--- config.mk ---
export PLATFORM = sky130hd
export DESIGN_NAME = filtro_arbitro
export DESIGN_NICKNAME = d
export VERILOG_FILES = /design/src/rtl/filtro_pkg.sv /design/src/rtl/filtro_wdog.sv /design/src/rtl/filtro_arbitro.sv
export SDC_FILE = /design/constraint.sdc
export NUM_CORES = 1
export LEC_CHECK = 0
export ABC_CLOCK_PERIOD_IN_PS = 1900
export BUFFER_PORTS_ARGS = -buffer_cell sky130_fd_sc_hd__buf_2
export CORE_AREA = 2 2 83 53
export CTS_CLUSTER_DIAMETER = 200
export DETAILED_ROUTE_END_ITERATION = 16
export DIE_AREA = 0 0 85 55
export PLACE_DENSITY = 0.84
export SLEW_MARGIN = 20
export SYNTH_ARGS = -nofsm -noshare
export SYNTH_HDL_FRONTEND = slang
export SYNTH_SLANG_ARGS = --single-unit
--- constraint.sdc ---
create_clock -name clk -period 1.9 [get_ports clk]
set_clock_uncertainty 0.2 [all_clocks]
set_input_delay 0.38 -clock clk [delete_from_list [all_inputs] [get_ports clk]]
set_output_delay 0.38 -clock clk [all_outputs]
set_load 0.05 [all_outputs]
--- src/rtl/filtro_pkg.sv ---
// Shared definitions for the two-channel filter arbiter: state encoding,
// channel identifiers and parameter defaults.
package filtro_pkg;

    typedef enum logic {
        IDLE = 1'b0,
        RUN  = 1'b1
    } state_t;

    localparam logic CH_A = 1'b0;
    localparam logic CH_B = 1'b1;

    localparam int DATA_W_DEF  = 12;
    localparam int TIMEOUT_DEF = 15;

endpackage

--- src/rtl/filtro_wdog.sv ---
// Run-length watchdog for the filter arbiter: clears on grant, counts RUN
// cycles and flags the last allowed cycle so the job can be aborted.
module filtro_wdog #(
    parameter int TIMEOUT = 15
) (
    input  logic clk,
    input  logic rst_n,
    input  logic clr,
    input  logic run,
    output logic expire
);

    localparam int CNT_W = $clog2(TIMEOUT + 1);

    logic [CNT_W-1:0] cnt_q, cnt_d;

    always_comb begin
        cnt_d = cnt_q;
        if (clr) begin
            cnt_d = '0;
        end else if (run) begin
            cnt_d = cnt_q + 1'b1;
        end
    end

    always_ff @(posedge clk or negedge rst_n) begin
        if (!rst_n) begin
            cnt_q <= '0;
        end else begin
            cnt_q <= cnt_d;
        end
    end

    // Counter holds k-1 during the k-th RUN cycle.
    assign expire = run && (cnt_q == CNT_W'(TIMEOUT - 1));

endmodule

--- src/rtl/filtro_arbitro.sv ---
// Round-robin arbiter feeding two sample channels into one shared filter.
// Optional RUN watchdog with err_timeout port under FILTRO_ARB_TIMEOUT_EN.
//
// state | meaning
// IDLE  | waiting for a request; grants one channel per edge
// RUN   | filter busy for ch_sel; waits for filt_done (or watchdog)
module filtro_arbitro
    import filtro_pkg::*;
#(
    parameter int DATA_W  = DATA_W_DEF,
    parameter int TIMEOUT = TIMEOUT_DEF
) (
    input  logic              clk,
    input  logic              rst_n,
    input  logic              req_a,
    input  logic              req_b,
    input  logic [DATA_W-1:0] dat_a,
    input  logic [DATA_W-1:0] dat_b,
    output logic              ack_a,
    output logic              ack_b,
    output logic              filt_start,
    output logic [DATA_W-1:0] filt_din,
    output logic              ch_sel,
    input  logic              filt_done,
    input  logic [DATA_W-1:0] filt_dout,
    output logic [DATA_W-1:0] out_a,
    output logic [DATA_W-1:0] out_b,
    output logic              vld_a,
    output logic              vld_b,
    output logic              busy
`ifdef FILTRO_ARB_TIMEOUT_EN
   ,output logic              err_timeout
`endif
);

    if (TIMEOUT < 1) begin : g_timeout_chk
        $error("filtro_arbitro: TIMEOUT must be at least 1");
    end

    state_t            state_q, state_d;
    logic              last_ch_q, last_ch_d;
    logic              ack_a_q, ack_a_d, ack_b_q, ack_b_d;
    logic              filt_start_q, filt_start_d;
    logic              vld_a_q, vld_a_d, vld_b_q, vld_b_d;
    logic              ch_sel_q, ch_sel_d;
    logic [DATA_W-1:0] filt_din_q, filt_din_d;
    logic [DATA_W-1:0] out_a_q, out_a_d, out_b_q, out_b_d;
    logic              grant_ch;

`ifdef FILTRO_ARB_TIMEOUT_EN
    logic err_q, err_d;
    logic wdog_expire;

    filtro_wdog #(.TIMEOUT(TIMEOUT)) u_wdog (
        .clk    (clk),
        .rst_n  (rst_n),
        .clr    (filt_start_d),
        .run    (state_q == RUN),
        .expire (wdog_expire)
    );
`endif

    always_comb begin
        state_d      = state_q;
        last_ch_d    = last_ch_q;
        ack_a_d      = 1'b0;
        ack_b_d      = 1'b0;
        filt_start_d = 1'b0;
        vld_a_d      = 1'b0;
        vld_b_d      = 1'b0;
        ch_sel_d     = ch_sel_q;
        filt_din_d   = filt_din_q;
        out_a_d      = out_a_q;
        out_b_d      = out_b_q;
        grant_ch     = CH_A;
`ifdef FILTRO_ARB_TIMEOUT_EN
        err_d        = 1'b0;
`endif
        case (state_q)
            IDLE: begin
                if (req_a || req_b) begin
                    // On a tie the channel that did not win last time goes.
                    if (req_a && req_b) begin
                        grant_ch = (last_ch_q == CH_A) ? CH_B : CH_A;
                    end else begin
                        grant_ch = req_b ? CH_B : CH_A;
                    end
                    state_d      = RUN;
                    last_ch_d    = grant_ch;
                    ch_sel_d     = grant_ch;
                    ack_a_d      = (grant_ch == CH_A);
                    ack_b_d      = (grant_ch == CH_B);
                    filt_start_d = 1'b1;
                    filt_din_d   = (grant_ch == CH_A) ? dat_a : dat_b;
                end
            end
            RUN: begin
                // A done seen while filt_start is still high belongs to the previous job.
                if (filt_done && !filt_start_q) begin
                    if (ch_sel_q == CH_A) begin
                        out_a_d = filt_dout;
                        vld_a_d = 1'b1;
                    end else begin
                        out_b_d = filt_dout;
                        vld_b_d = 1'b1;
                    end
                    state_d = IDLE;
                end
`ifdef FILTRO_ARB_TIMEOUT_EN
                else if (wdog_expire) begin
                    err_d   = 1'b1;
                    state_d = IDLE;
                end
`endif
            end
            default: state_d = IDLE;
        endcase
    end

    always_ff @(posedge clk or negedge rst_n) begin
        if (!rst_n) begin
            state_q      <= IDLE;
            last_ch_q    <= CH_B;
            ack_a_q      <= 1'b0;
            ack_b_q      <= 1'b0;
            filt_start_q <= 1'b0;
            vld_a_q      <= 1'b0;
            vld_b_q      <= 1'b0;
            ch_sel_q     <= CH_A;
            filt_din_q   <= '0;
            out_a_q      <= '0;
            out_b_q      <= '0;
        end else begin
            state_q      <= state_d;
            last_ch_q    <= last_ch_d;
            ack_a_q      <= ack_a_d;
            ack_b_q      <= ack_b_d;
            filt_start_q <= filt_start_d;
            vld_a_q      <= vld_a_d;
            vld_b_q      <= vld_b_d;
            ch_sel_q     <= ch_sel_d;
            filt_din_q   <= filt_din_d;
            out_a_q      <= out_a_d;
            out_b_q      <= out_b_d;
        end
    end

`ifdef FILTRO_ARB_TIMEOUT_EN
    always_ff @(posedge clk or negedge rst_n) begin
        if (!rst_n) begin
            err_q <= 1'b0;
        end else begin
            err_q <= err_d;
        end
    end

    assign err_timeout = err_q;
`endif

    assign ack_a      = ack_a_q;
    assign ack_b      = ack_b_q;
    assign filt_start = filt_start_q;
    assign filt_din   = filt_din_q;
    assign ch_sel     = ch_sel_q;
    assign out_a      = out_a_q;
    assign out_b      = out_b_q;
    assign vld_a      = vld_a_q;
    assign vld_b      = vld_b_q;
    assign busy       = (state_q == RUN);

endmodule

==> flow_metrics.py, run 1 <==
metrics = {
    "outcome": {
        "status": "completed",
    },
    "pwr": {
        "p_sw_share_pct": 50.83,
        "pwr_density_cell_mw_per_mm2": 1967,
        "switching_power_mw": 2.302,
        "vdd_drop_max_mv": 1.350,
        "share_seq_of_total_power_pct": 34.2,
        "p_int_mw": 2.226,
        "clkPwrFrac_pct": 12.0,
        "combinationalPowerShare_pct": 53.8,
        "leakage_nw": 1.179,
    },
    "cts": {
        "h-tree-depth": 2,
        "max-clock-path-buffers": 2,
        "cts_made_buffers": 5,
        "ctsResizeCount": 0,
        "insertion_delay_ns": 0.28,
        "cts_root_buffer": "clkbuf_8",
        "cts.clk_slew.worst_paths_ns": 0.07,
        "cts_sinks": 44,
        "post_cts_buffers": 0,
        "cts_tree": "yes",
    },
    "synth": {
        "yosys_warnings": 0,
        "syn_inst": 131,
        "avgSynthCellArea_sq_um": 13.12,
        "syn_nets": 172,
        "ys_types": 25,
        "syn-cell-area_sq_mm": 0.001719,
        "yosysSeqAreaShare_pct": 64.12,
        "yosys_register_bits": 44,
    },
    "sta": {
        "max_slew.worst_pin.slew_ns": 0.4145,
        "period_share_pct": 86.22,
        "slew_violations": 0,
        "final.setup.tns_ns": 0,
        "min_period_ns": 1.638,
        "hold_violations": 0,
        "fmax_ghz": 0.6104,
        "slew_headroom_pct": 72.20,
        "final-setup-viol-count": 0,
        "holdWs_ns": 0.1204,
        "grt_setup_unrepaired": "no",
    },
    "setup_path": {
        "slowest_delay_ns": 0.47,
        "worst_path_max_delay_cell": "dfrtp_1",
        "crit_chain": "buf_2",
        "cp.buffers_inverters": 1,
        "cp.required_ns": 1.32,
        "worstSetupPathType": "reg2out",
        "path_delay_family": "flip-flops",
        "arrival_ns": 1.06,
        "worst-path-max-fanout": 7,
        "worstSetupStartpointType": "register",
        "end_kind": "output port",
    },
    "final_layout": {
        "final_common_cell": "buf_2",
        "drive_gt1_share_pct": 54.91,
        "final-seq-area_sq_mm": 0.001102,
        "n_antenna_cell": 0,
        "n_fill_cell": 340,
        "multiInputGateArea_sq_um": 585.6,
        "area_growth_pct": 33.92,
        "fin_nets": 264,
        "final_cell_mix": "buf_2 (83), dfrtp_1 (43), mux2_2 (24), a21oi_1 (19), nor2_1 (10)",
    },
    "placement": {
        "portBuffers": 83,
        "place_congestion": 0.7025,
        "dp_hpwl_mm": 2.886,
    },
    "hold_path": {
        "hold_path_class": "in2reg",
    },
    "detailed_routing": {
        "routed-wl-met2_mm": 1.854,
        "vias_per_cell": 4.978,
        "vias": 1364,
        "drcViolationCount": 0,
        "dr.pass1.iters": 4,
        "wl_met3_um": 252,
        "top_layer_used": "met4",
        "wl_per_cell_um": 13.82,
        "ant_nets": 0,
        "drt-initial-drc-count": 53,
        "wl_met1_mm": 1.637,
        "wl_mm": 3.788,
    },
    "run": {
        "max-cap-violations": 0,
    },
    "floorplanning": {
        "die_area_sq_mm": 0.004675,
        "rows": 18,
        "core_sq_mm": 0.003941,
        "die_w_um": 85,
        "pin_count": 84,
        "die_y_um": 55,
        "initial_core_util_pct": 43.62,
    },
    "global_route": {
        "antenna_found_initial": 0,
        "grt_pass1_wl_mm": 5.871,
        "grt_max_degree": 27,
        "gr-total-overflow": 0,
        "grt_pass1_vias": 1307,
        "grt_usage_pct": 16.51,
    },
}
routing by layer:
metal / vias to the layer above / GRT usage (%)
li1: 643 / -
met1: 658 / 20.02
met3: 9 / 5.490
met5: - / 0
met4: 0 / 6.349
met2: 54 / 28.26
final timing paths:
kind	from	endpoint	slack, ns	depth (start not counted)
max	busy	busy	0.26	1
min	dat_a[0]	filt_din[0]	0.12	3
max reg2reg	busy	out_a[0]	0.30	4
min reg2reg	out_b[4]	out_b[4]	0.30	1
max in group asynchronous	rst_n	last_ch_q	0.74	3
min in group asynchronous	rst_n	out_a[6]	0.41	3
cells by family after synthesis:
| family | after synthesis | synth area share, % |
|---|---|---|
| AO/OA/AOI/OAI | 28 | 10.34 |
| multiplexers | 24 | 15.72 |
| flip-flops | 44 | 64.12 |
| buffers and inverters | 6 | 1.818 |
| AND/OR/NAND/NOR | 29 | 8.007 |
metrics by stage:
step / worst slack (ns) / instances / util, % / total power [mW] / cell area (sq um)
after global routing: 0.2110 / 274 / 58.41 / 4.769 / 2302
after detailed placement: 0.2987 / 265 / 56.10 / 4.017 / 2211
final: 0.2618 / 274 / 58.41 / 4.528 / 2302
after global placement: 0.3639 / 265 / 56.10 / 3.969 / 2211
after CTS: 0.2486 / 274 / 58.41 / 4.569 / 2302
after floorplan: 0.02960 / 131 / - / 3.416 / 1719
cell usage after synthesis:
cell      number  area [sq um]
nand2_1        9         33.78
nor2b_1        2         12.51
nand4b_1       1         8.760
a21bo_2        1         10.01
inv_2          1         3.750
a21o_1         1         7.510
inv_1          1         3.750
o31a_1         1         8.760
dfstp_2        1         26.28
a221o_1        3         30.03
buf_4          2         15.01
nor2_1        10         37.54
dfrtp_1       43          1076
nand3b_1       1         7.510
nand2b_1       1         6.260
o21bai_1       1         7.510
and3_1         3         18.77
a21boi_2       1         11.26
a21boi_1       1         7.510
buf_1          1         3.750
nor2_2         1         6.260
a21oi_1       19         95.09
buf_2          1         5.000
and2_1         1         6.260
mux2_2        24         270.3
power by group through the flow:
stage	logic, mW	registers [mW]	clock network, mW
2_1_floorplan	0.481	2.93	0
4_1_cts	2.45	1.55	0.566
3_5_place_dp	2.45	1.57	0
3_3_place_gp	2.41	1.56	0
6_report	2.43	1.55	0.544
5_1_grt	2.56	1.60	0.612
tightest hold or removal path: stages:
cell and delay [ns]:
buf_2 0.09, nand2_1 0.04, a21oi_1 0.05
area by class of cell:
type / count / share of cell area [%]
inverter: 2 / 0.3261
clock inverter: 1 / 0.2174
multi-input combinational: 81 / 25.43
sequential: 44 / 47.88
timing repair buffer: 89 / 20.11
clock buffer: 7 / 3.315
tap: 50 / 2.717
timing repair:
item / CTS / global route
hold buffers: 1 / 0
setup endpoints to repair: 0 / 0
hold endpoints to repair: 43 / 0
Note: power is estimated with default switching activity, not from simulation.
==> inputs of run 2 (changes only) <==
--- a/config.mk
+++ b/config.mk
@@ -5,13 +5,15 @@
 export SDC_FILE = /design/constraint.sdc
 export NUM_CORES = 1
 export LEC_CHECK = 0
-export ABC_CLOCK_PERIOD_IN_PS = 1900
+export ABC_CLOCK_PERIOD_IN_PS = 1400
 export BUFFER_PORTS_ARGS = -buffer_cell sky130_fd_sc_hd__buf_2
-export CORE_AREA = 2 2 83 53
+export CELL_PAD_IN_SITES_DETAIL_PLACEMENT = 1
+export CELL_PAD_IN_SITES_GLOBAL_PLACEMENT = 1
+export CORE_AREA = 2 2 100 63
 export CTS_CLUSTER_DIAMETER = 200
 export DETAILED_ROUTE_END_ITERATION = 16
-export DIE_AREA = 0 0 85 55
-export PLACE_DENSITY = 0.84
+export DIE_AREA = 0 0 102 65
+export PLACE_DENSITY = 0.8
 export SLEW_MARGIN = 20
 export SYNTH_ARGS = -nofsm -noshare
 export SYNTH_HDL_FRONTEND = slang
==> constraint.sdc (replaced) <==
create_clock -name clk -period 1.4 [get_ports clk]
set_clock_uncertainty 0.2 [all_clocks]
set_input_delay 0.28 -clock clk [delete_from_list [all_inputs] [get_ports clk]]
set_output_delay 0.28 -clock clk [all_outputs]
set_load 0.05 [all_outputs]
==> flow_metrics.py, run 2 (same netlist as run 1, synthesis figures left out) <==
metrics = {
    "setup_path": {
        "worstSetupStartpointType": "register",
        "worstSetupPathType": "reg2reg",
        "worst-path-max-fanout": 13,
        "cp.required_ns": 1.38,
        "arrival_ns": 1.53,
        "end_kind": "register",
    },
    "final_layout": {
        "final_common_cell": "buf_2",
        "layoutNonFillerInstCount": 321,
        "fin_nets": 277,
        "n_antenna_cell": 0,
        "area_growth_pct": 65.14,
        "drive_gt1_share_pct": 67.09,
        "final_cell_area_sq_mm": 0.002839,
        "final_cell_mix": "buf_2 (44), dfrtp_1 (40), buf_4 (37), mux2_2 (21), nor2_1 (10)",
        "utilization_pct": 48.65,
    },
    "cts": {
        "cts_tree": "yes",
        "cts_root_buffer": "clkbuf_8",
        "insertion_delay_ns": 0.29,
        "cts.clk_slew.worst_paths_ns": 0.09,
        "max-clock-path-buffers": 2,
        "cts_made_buffers": 5,
        "h-tree-depth": 2,
        "cts_sinks": 44,
    },
    "pwr": {
        "pwr_density_cell_mw_per_mm2": 2546,
        "leakage_nw": 1.364,
        "p_int_mw": 3.841,
        "vdd_drop_max_mv": 0.8819,
        "clkPwrFrac_pct": 14.1,
        "total_power_mw": 7.227,
        "p_sw_share_pct": 46.85,
        "combinationalPowerShare_pct": 55.7,
        "switching_power_mw": 3.386,
        "share_seq_of_total_power_pct": 30.2,
    },
    "sta": {
        "final-setup-viol-count": 30,
        "final.setup.tns_ns": -2.089,
        "grt_setup_unrepaired": "yes",
        "period_share_pct": 110.8,
        "slew_violations": 0,
        "min_period_ns": 1.551,
        "slew_headroom_pct": 70.06,
        "hold_violations": 0,
        "max_slew.worst_pin.slew_ns": 0.4465,
        "layout_setup_ws_ns": -0.1512,
        "holdWs_ns": 0.01336,
        "fmax_ghz": 0.6446,
    },
    "detailed_routing": {
        "vias": 1454,
        "dr.pass1.iters": 4,
        "drt-initial-drc-count": 52,
        "wl_mm": 4.995,
        "ant_nets": 0,
        "drcViolationCount": 0,
        "vias_per_cell": 4.530,
        "wl_per_cell_um": 15.56,
    },
    "floorplanning": {
        "rows": 22,
        "die_area_sq_mm": 0.006630,
        "pin_count": 84,
        "core_sq_mm": 0.005836,
        "die_y_um": 65,
        "die_w_um": 102,
        "initial_core_util_pct": 29.46,
    },
    "global_route": {
        "grt_max_degree": 45,
        "gr-usage-met2_pct": 21.71,
        "grt_pass1_wl_mm": 6.962,
        "use_met1_pct": 18.61,
        "grt_usage_pct": 13.73,
        "grt.busiest_layer": "met2",
        "grt_pass1_vias": 1398,
        "met3_usage_pct": 3.560,
        "gr-total-overflow": 0,
        "antenna_found_initial": 0,
    },
    "placement": {
        "placed_cells": 306,
        "place_congestion": 0.7481,
        "place_ws_ns": -0.1434,
        "postPlaceCellArea_sq_mm": 0.002372,
        "portBuffers": 83,
        "dp_hpwl_mm": 3.373,
    },
    "run": {
        "max-cap-violations": 0,
    },
    "outcome": {
        "violations": "negative setup slack",
        "status": "finished with violations",
    },
    "hold_path": {
        "hold_path_class": "in2reg",
    },
}
-- run 2: worst paths after layout --
| check | cells past startpoint | endpoint | start | slack, ns |
|---|---|---|---|---|
| worst max register to register | 4 | out_a[7] | filt_start | -0.15 |
| worst min register to register | 1 | out_b[4] | out_b[4] | 0.31 |
| worst min-delay path | 3 | filt_din[11] | dat_a[11] | 0.01 |
| min in group asynchronous | 3 | filt_start | rst_n | 0.29 |
| max in group asynchronous | 3 | last_ch_q | rst_n | 0.45 |
| worst max-delay path | 4 | out_a[7] | filt_start | -0.15 |
-- run 2: layer usage --
metal	wire length (um)	vias to the layer above
met5	0	-
met4	29	0
met3	281	2
met2	2358	46
met1	2325	735
li1	-	671
-- run 2: area by class of cell --
| type | instances | area [sq um] |
|---|---|---|
| Inverter | 2 | 10.01 |
| Timing Repair Buffer | 100 | 747.0 |
| Tap cell | 84 | 105.1 |
| Fill cell | 628 | 2997 |
| Clock buffer | 6 | 82.58 |
| Multi-Input combinational cell | 83 | 749.5 |
| Clock inverter | 2 | 38.79 |
| Sequential cell | 44 | 1106 |
-- run 2: repair_timing --
action / 4_1_cts / 5_1_grt
gates cloned: 0 / 3
hold endpoints to repair: 45 / 0
hold buffers: 2 / 0
setup endpoints to repair: 59 / 61
setup buffers: 1 / 2
pin swaps: 1 / 14
resized for setup: 32 / 58
-- run 2: power groups by stage --
stage / Clock, mW / Sequential, mW / Combinational, mW
floorplan: 0 / 3.99 / 0.676
global placement: 0 / 2.12 / 3.41
detailed placement: 0 / 2.14 / 3.48
CTS: 1.07 / 2.14 / 3.73
global route: 1.12 / 2.25 / 4.21
finish: 1.02 / 2.18 / 4.02
-- run 2: critical path, stage by stage (launching register included) --
cell      delay [ns]
dfrtp_2         0.41
nand3b_1        0.21
nor2_4          0.13
buf_12          0.15
mux2_2          0.33
